File: src/rtl/ksa_nibble_serial_adder.sv
// Nibble-serial WIDTH-bit adder: one 4-bit Kogge-Stone step per clock, LSB nibble first,
// with the carry chained through a register between steps.

module ksa_4bit_df (
    input  logic [3:0] A,
    input  logic [3:0] B,
    output logic [3:0] S,
    output logic       Cout
);
    logic [3:0] g0, p0, g1, g2;
    logic [3:2] p1;

    assign g0 = A & B;
    assign p0 = A ^ B;

    // Prefix level 1 (span 1) and level 2 (span 2)
    assign g1[0]   = g0[0];
    assign g1[3:1] = g0[3:1] | (p0[3:1] & g0[2:0]);
    assign p1[3:2] = p0[3:2] & p0[2:1];

    assign g2[1:0] = g1[1:0];
    assign g2[3:2] = g1[3:2] | (p1[3:2] & g1[1:0]);

    assign S[0]   = p0[0];
    assign S[3:1] = p0[3:1] ^ g2[2:0];
    assign Cout   = g2[3];
endmodule

module ksa_nibble_serial_adder #(
    parameter int unsigned WIDTH = 16
) (
    input  logic             clk,
    input  logic             rst,
    input  logic             start,
    input  logic [WIDTH-1:0] a,
    input  logic [WIDTH-1:0] b,
    input  logic             cin,
    output logic             busy,
    output logic             done,
    output logic [WIDTH-1:0] sum,
    output logic             cout
);
    localparam int unsigned NIBBLES = WIDTH / 4;
    localparam int unsigned CW      = (NIBBLES > 1) ? $clog2(NIBBLES) : 1;

    typedef enum logic {IDLE, ADD} state_t;

    state_t           state_q, state_d;
    logic [WIDTH-1:0] a_sh, b_sh, res, res_d;
    logic [CW-1:0]    cnt;
    logic             carry_q, carry_d;
    logic             last;
    logic [3:0]       add_s, nib_s;
    logic             add_c, cin_c;

    ksa_4bit_df u_add (
        .A    (a_sh[3:0]),
        .B    (b_sh[3:0]),
        .S    (add_s),
        .Cout (add_c)
    );

    ksa_4bit_df u_cin (
        .A    (add_s),
        .B    ({3'b000, carry_q}),
        .S    (nib_s),
        .Cout (cin_c)
    );

    // At most one of the two stage carries can be set in a given cycle
    assign carry_d = add_c | cin_c;
    assign last    = (cnt == CW'(NIBBLES - 1));

    generate
        if (WIDTH > 4) begin : g_res_wide
            assign res_d = {nib_s, res[WIDTH-1:4]};
        end else begin : g_res_nib
            assign res_d = nib_s;
        end
    endgenerate

    always_ff @(posedge clk) begin
        if (rst) state_q <= IDLE;
        else     state_q <= state_d;
    end

    always_comb begin
        state_d = state_q;
        case (state_q)
            IDLE:    if (start) state_d = ADD;
            ADD:     if (last)  state_d = IDLE;
            default: state_d = IDLE;
        endcase
    end

    always_comb begin
        busy = (state_q == ADD);
    end

    always_ff @(posedge clk) begin
        if (rst) begin
            a_sh    <= '0;
            b_sh    <= '0;
            res     <= '0;
            cnt     <= '0;
            carry_q <= 1'b0;
            sum     <= '0;
            cout    <= 1'b0;
            done    <= 1'b0;
        end else begin
            done <= 1'b0;
            case (state_q)
                IDLE: begin
                    if (start) begin
                        a_sh    <= a;
                        b_sh    <= b;
                        carry_q <= cin;
                        cnt     <= '0;
                    end
                end
                ADD: begin
                    a_sh    <= a_sh >> 4;
                    b_sh    <= b_sh >> 4;
                    res     <= res_d;
                    carry_q <= carry_d;
                    cnt     <= cnt + CW'(1);
                    if (last) begin
                        sum  <= res_d;
                        cout <= carry_d;
                        done <= 1'b1;
                    end
                end
                default: ;
            endcase
        end
    end
endmodule
File: config.mk
export PLATFORM = sky130hd
export DESIGN_NAME = ksa_nibble_serial_adder
export DESIGN_NICKNAME = d
export VERILOG_FILES = /design/src/rtl/ksa_nibble_serial_adder.sv
export SDC_FILE = /design/constraint.sdc
export NUM_CORES = 1
export LEC_CHECK = 0
export CAP_MARGIN = 40
export CORE_UTILIZATION = 38
export CTS_CLUSTER_DIAMETER = 50
export DETAILED_ROUTE_END_ITERATION = 16
export PLACE_DENSITY_LB_ADDON = 0.15
export SYNTH_ARGS = -nofsm -noshare
export SYNTH_HDL_FRONTEND = slang
export SYNTH_HIERARCHICAL = 1
export SYNTH_SLANG_ARGS = --single-unit
File: constraint.sdc
create_clock -name clk -period 5.7 [get_ports clk]
set_input_delay 1.14 -clock clk [delete_from_list [all_inputs] [get_ports clk]]
set_output_delay 1.14 -clock clk [all_outputs]
set_load 0.02 [all_outputs]
==> results of run 1 <==
==> final cells by class <==
cell class,count,area [um2],share of cell area [%]
Multi-Input combinational cell,204,1550,40.5
Clock inverter,7,116,3.04
Clock buffer,9,124,3.24
Sequential cell,66,1320,34.5
Timing Repair Buffer,58,586,15.3
Inverter,1,3.75,0.0980
Tap cell,102,128,3.33
==> worst max path at each step <==
stage	start	endpoint	slack, ps	cells after the start
final	cout$_SDFFE_PP0P_	cout	3260	1
after detailed placement	busy$_SDFF_PP0_	b_sh[8]$_SDFFE_PP0P_	3280	3
after CTS	cout$_SDFFE_PP0P_	cout	3220	1
after floorplan	a_sh[0]$_SDFFE_PP0P_	carry_q$_SDFFE_PP0P_	3530	7
after global placement	rst	a_sh[14]$_SDFFE_PP0P_	3200	3
after global routing	busy$_SDFF_PP0_	a_sh[3]$_SDFFE_PP0P_	3080	3
==> cell usage after synthesis <==
library cell	n	share of area (%)
clkinv_1	1	0.12
buf_1	1	0.12
or3b_1	2	0.58
mux2i_1	45	15
nor2b_1	24	5.0
ha_1	10	4.1
buf_4	2	0.50
a21oi_1	19	3.2
buf_2	10	1.7
a21oi_2	2	0.58
a21bo_2	16	5.3
dfxtp_1	66	44
buf_6	5	1.9
nor3b_1	2	0.50
nand3_1	16	2.7
or2_2	1	0.21
clkbuf_1	8	1.0
nor2_1	22	2.7
conb_1	1	0.12
xnor2_1	2	0.58
nand2b_1	1	0.21
xor2_1	2	0.58
a21o_1	6	1.5
fa_1	2	1.3
a311oi_1	1	0.29
nand2_1	1	0.12
a211oi_1	26	6.5
==> flip-flops by register name, summed over array words and instances, names as in the netlist <==
name and count:
res 12, carry_q 1, busy 1, done 1, sum 16, cnt 2
b_sh 16, cout 1, a_sh 16
==> per-stage QoR <==
stage	setup slack [ps]	hold WS (ps)	utilization (%)	power (mW)
global placement	3200	455	46.2	0.667
global route	3080	506	49.8	1.19
detailed placement	3280	461	46.7	0.673
floorplan	3530	443	-	0.624
CTS	3220	476	49.8	1.15
finish	3260	467	49.8	1.14
==> routing by layer <==
layer | vias up | GRT usage [%] | part of all wire [%]
met2 | 51 | 24.4 | 45
met4 | 0 | 7.14 | 1.9
met5 | - | 0 | 0
li1 | 1129 | - | -
met3 | 9 | 4.69 | 4.0
met1 | 1015 | 19.6 | 49
==> power by group <==
group	internal [mW]	total, mW	switching (mW)
sequential	0.487	0.504	0.0167
combinational	0.0808	0.157	0.0766
clock	0.290	0.474	0.184
total	0.858	1.14	0.277
==> logic make-up after synthesis <==
kind of cell	count (synthesis)	share of synthesized area, %
AOI/OAI and AO/OA	70	17.3
xor gates and xnor gates	4	1.16
adders and majority gates	12	5.47
buffers and inverters	27	5.26
DFF	66	43.8
muxes	45	14.9
other	1	0.124
and+or+nand+nor	69	12.0
==> worst min-delay path, stage by stage, from the launching register on <==
cell	delay (ps)
dfxtp_1	310
nand3_1	60
a21oi_1	50
==> run_results.csv, run 1 <==
group,metric,value,unit
die,die_area,8300,um2
global_routing,grt_usage,15.6,%
hold_path,holdPathStages,2,
setup_path,worstReg2RegStart,"busy$_SDFF_PP0_",
cts,clock_latency,350,ps
routing,post_drt_via_cell_ratio,4.93,
pwr,leakage,1.57,nW
setup_path,reg2regPathDepth,3,
cts,cts_hold_buf,0,
synthesis,seq_area_frac_synth,43.8,%
routing,drc_errors,0,
synthesis,syn_inst,294,
setup_path,crit_path_top_delay_cell,"clkdlybuf4s50_1",
synthesis,yosysWarnings,6,
placed_design,dp_cells,431,
synthesis,syn_avg_cell_area,10.3,um2
synthesis,ys_ff_latch,66,
cts,cts.sink_count,66,
hold_path,worstHoldStart,"res[6]$_SDFFE_PP0P_",
placed_design,gp_congestion,0.689,
timing,finalCritPeriodShare,42.8,%
die,io_pins,55,
timing,tightest_slew,801,ps
timing,fmax,0.410,GHz
die,start_util,39.3,%
pwr,p_per_area,297,nW/um2
final_layout,fillers,774,
die,die-height,91.1,um
setup_path,critPathTopFamily,"buffers and inverters",
setup_path,cp.arrival,1300,ps
cts,root_buffer,"clkbuf_8",
placed_design,hpwl,3910,um
synthesis,ys_types,27,
die,rows,32,
hold_path,hold_end,"sum[2]$_SDFFE_PP0P_",
routing,firstDrtPassIters,4,
pwr,ir_drop,0.192,mV
global_routing,grt_pass1_vias,2111,
final_layout,diodes,0,
timing,fin_worst_skew,8.12,ps
placed_design,postPlaceCellArea,3590,um2
final_layout,nNetsFinal,388,
timing,fin_crit,2440,ps
cts,htree_levels,3,
setup_path,critical_path_buf_inv_count,1,
global_routing,globalRouteOverflowTotal,0,
cts,clk_path_buf_depth,2,
die,die_w,91.1,um
final_layout,final_area,3830,um2
setup_path,path_class,"reg -> out",
setup_path,r2r_setup_slack,3290,ps
run,cap_violations,0,
cts,path_clk_slew,70,ps
placed_design,io_buffers,54,
final_layout,area_delta_synth_final,26.9,%
cts,cts_setup_buffers,0,
cts,cts_tree,"done",
synthesis,syn_area,3020,um2
hold_path,worstHoldPathType,"reg -> reg",
routing,postRouteAntennaNets,0,
routing,post_drt_wl_per_cell,13.2,um
global_routing,grt_pass1_wl,10100,um
final_layout,mostFrequentLayoutCells,"65 x dfxtp_1, 52 x clkdlybuf4s50_1, 45 x mux2i_1",
setup_path,crit_path_cell_trace,"clkdlybuf4s50_1",
final_layout,final_common_cell,"dfxtp_1",
setup_path,slowest_delay,610,ps
setup_path,r2r_end,"b_sh[9]$_SDFFE_PP0P_",
routing,vias,2204,
global_routing,antenna_found_initial,0,
setup_path,end_kind,"output port",
die,design.core.area,7690,um2
status,status,"complete, no violations",
final_layout,drive_gt1_share,12.2,%
cts,cts-buffers-inserted,9,
setup_path,cp-start-kind,"register",
timing,max_slew_margin,46.3,%
setup_path,cp_max_fo,2,
timing,drv_slew,0,
timing,tns,0,ps
timing,grt_setup_unrepaired,"no",
routing,drtIter0Drc,57,
cts,cts_resized,0,
timing,finalHoldViolCount,0,
timing,setup_viol,0,
setup_path,crit_required,4560,ps
global_routing,grt_start_max_net_pins,80,
routing,wl,5910,um
final_layout,fin_cells,447,
(Power assumes the default switching activity.)
==> run 2, diff against run 1 <==
==> constraint.sdc (replaced) <==
create_clock -name clk -period 2.4 [get_ports clk]
set_input_delay 0.48 -clock clk [delete_from_list [all_inputs] [get_ports clk]]
set_output_delay 0.48 -clock clk [all_outputs]
set_load 0.02 [all_outputs]
==> run 2 against run 1 <==
Clock power up 100%. Worst hold slack worse by 2.8 ps. Sequential share of layout area up 0.26 points. Wire length up 0.54%. Sequential cell count unchanged. Highest routed layer unchanged. Critical path depth up 6. Count of clock-buffer cells in the layout up 4. Die area unchanged. Clock skew down 3.8 ps. Global-route usage about the same. Setup slack worse by 3100 ps.
==> run_results.csv, run 2 (same netlist as run 1, synthesis figures left out) <==
group,metric,value,unit
setup_path,worstReg2RegStart,"a_sh[0]$_SDFFE_PP0P_",
final_layout,area_delta_synth_final,25.9,%
die,die-height,91.1,um
timing,tns,0,ps
routing,vias,2197,
die,design.core.area,7690,um2
die,io_pins,55,
final_layout,final_area,3800,um2
timing,grt_setup_unrepaired,"no",
placed_design,pre_cts_slack,148,ps
pwr,p_per_area,665,nW/um2
timing,layout_setup_ws,147,ps
cts,cts_tree,"done",
cts,cts_resized,0,
routing,wl,5950,um
cts,clock_latency,330,ps
cts,cts_hold_buf,0,
global_routing,grt_usage,15.5,%
routing,postRouteAntennaNets,0,
final_layout,nNetsFinal,389,
final_layout,diodes,0,
cts,path_clk_slew,70,ps
routing,firstDrtPassIters,4,
die,die_w,91.1,um
routing,drtIter0Drc,63,
setup_path,r2r_setup_slack,150,ps
cts,cts_setup_buffers,0,
final_layout,mostFrequentLayoutCells,"65 x dfxtp_1, 52 x clkdlybuf4s50_1, 45 x mux2i_1",
run,cap_violations,0,
timing,drv_slew,0,
timing,setup_viol,0,
final_layout,final_common_cell,"dfxtp_1",
setup_path,path_class,"reg -> reg",
global_routing,antenna_found_initial,0,
hold_path,worstHoldPathType,"reg -> reg",
routing,post_drt_wl_per_cell,13.3,um
hold_path,worstHoldStart,"res[6]$_SDFFE_PP0P_",
pwr,ir_drop,0.404,mV
placed_design,io_buffers,54,
pwr,leakage,1.56,nW
timing,fin_worst_skew,4.30,ps
final_layout,drive_gt1_share,11.9,%
cts,htree_levels,3,
routing,drc_errors,0,
cts,clk_path_buf_depth,2,
setup_path,cp-start-kind,"register",
placed_design,postPlaceCellArea,3600,um2
final_layout,reg_top3,"a_sh (16), b_sh (16), sum (16)",
setup_path,end_kind,"register",
cts,root_buffer,"clkbuf_8",
global_routing,grt_start_max_net_pins,80,
placed_design,hpwl,3840,um
setup_path,crit_required,2600,ps
timing,fin_crit,2250,ps
pwr,p_total,2.53,mW
die,die_area,8300,um2
placed_design,gp_congestion,0.710,
cts,cts.sink_count,66,
timing,finalCritPeriodShare,93.9,%
timing,finalHoldViolCount,0,
global_routing,grt_pass1_vias,2133,
timing,fmax,0.444,GHz
die,rows,32,
status,status,"complete, no violations",
setup_path,cp.arrival,2460,ps
routing,post_drt_via_cell_ratio,4.91,
cts,cts-buffers-inserted,9,
global_routing,globalRouteOverflowTotal,0,
setup_path,cp_max_fo,2,
timing,tightest_slew,792,ps
die,start_util,39.3,%
timing,max_slew_margin,47.2,%
global_routing,grt_pass1_wl,10100,um
setup_path,crit_start,"a_sh[0]$_SDFFE_PP0P_",
## run 2: cell count changes in the layout (fill, tap and decap cells not counted), sizes merged
cell,change
inv,-1
bufinv,-2
clkbuf,+4
clkinvlp,-1
buf,+1
clkinv,-1
## run 2: path summary, 6_finish.rpt
path / endpoint / depth (start not counted)
max: carry_q$_SDFFE_PP0P_ / 7
min: sum[2]$_SDFFE_PP0P_ / 2
max reg2reg: carry_q$_SDFFE_PP0P_ / 7
min reg2reg: sum[2]$_SDFFE_PP0P_ / 2
## run 2: worst max-delay path: stages (launching register included)
cell and delay (ps):
dfxtp_1 310, ha_1 220, fa_1 490, fa_1 470
a21o_1 190, a21o_1 180, nor3b_1 190, a211oi_1 70
## run 2: layer usage
layer / vias up / GRT usage [%] / share of wire [%]
met5: - / 0 / 0
met4: 0 / 8.33 / 2.1
met3: 9 / 4.19 / 4.7
met2: 46 / 24.2 / 45
met1: 1007 / 19.6 / 49
li1: 1135 / - / -
## run 2: metrics by stage
step | util, % | instances | hold WS [ps]
after global placement | 46.8 | 432 | 452
after detailed placement | 46.8 | 432 | 455
after global routing | 49.4 | 447 | 513
after CTS | 49.4 | 447 | 468
final | 49.4 | 447 | 464
after floorplan | - | 297 | 443
## run 2: final cells by class
| type | instances | area (um2) |
|---|---|---|
| clock inverters | 2 | 35.0 |
| well taps | 102 | 128 |
| clock buffers | 13 | 169 |
| repair buffers | 59 | 593 |
| fillers | 754 | 3890 |
| multi-input cells | 204 | 1550 |
| inverters | 1 | 3.75 |
| flip-flops and latches | 66 | 1320 |
## run 2: power breakdown
group / switching [mW] / leakage (nW) / total, mW / internal (mW)
clock network: 0.396 / 0.106 / 0.954 / 0.558
logic: 0.182 / 0.919 / 0.375 / 0.193
registers: 0.0391 / 0.540 / 1.20 / 1.16
total: 0.617 / 1.56 / 2.53 / 1.91
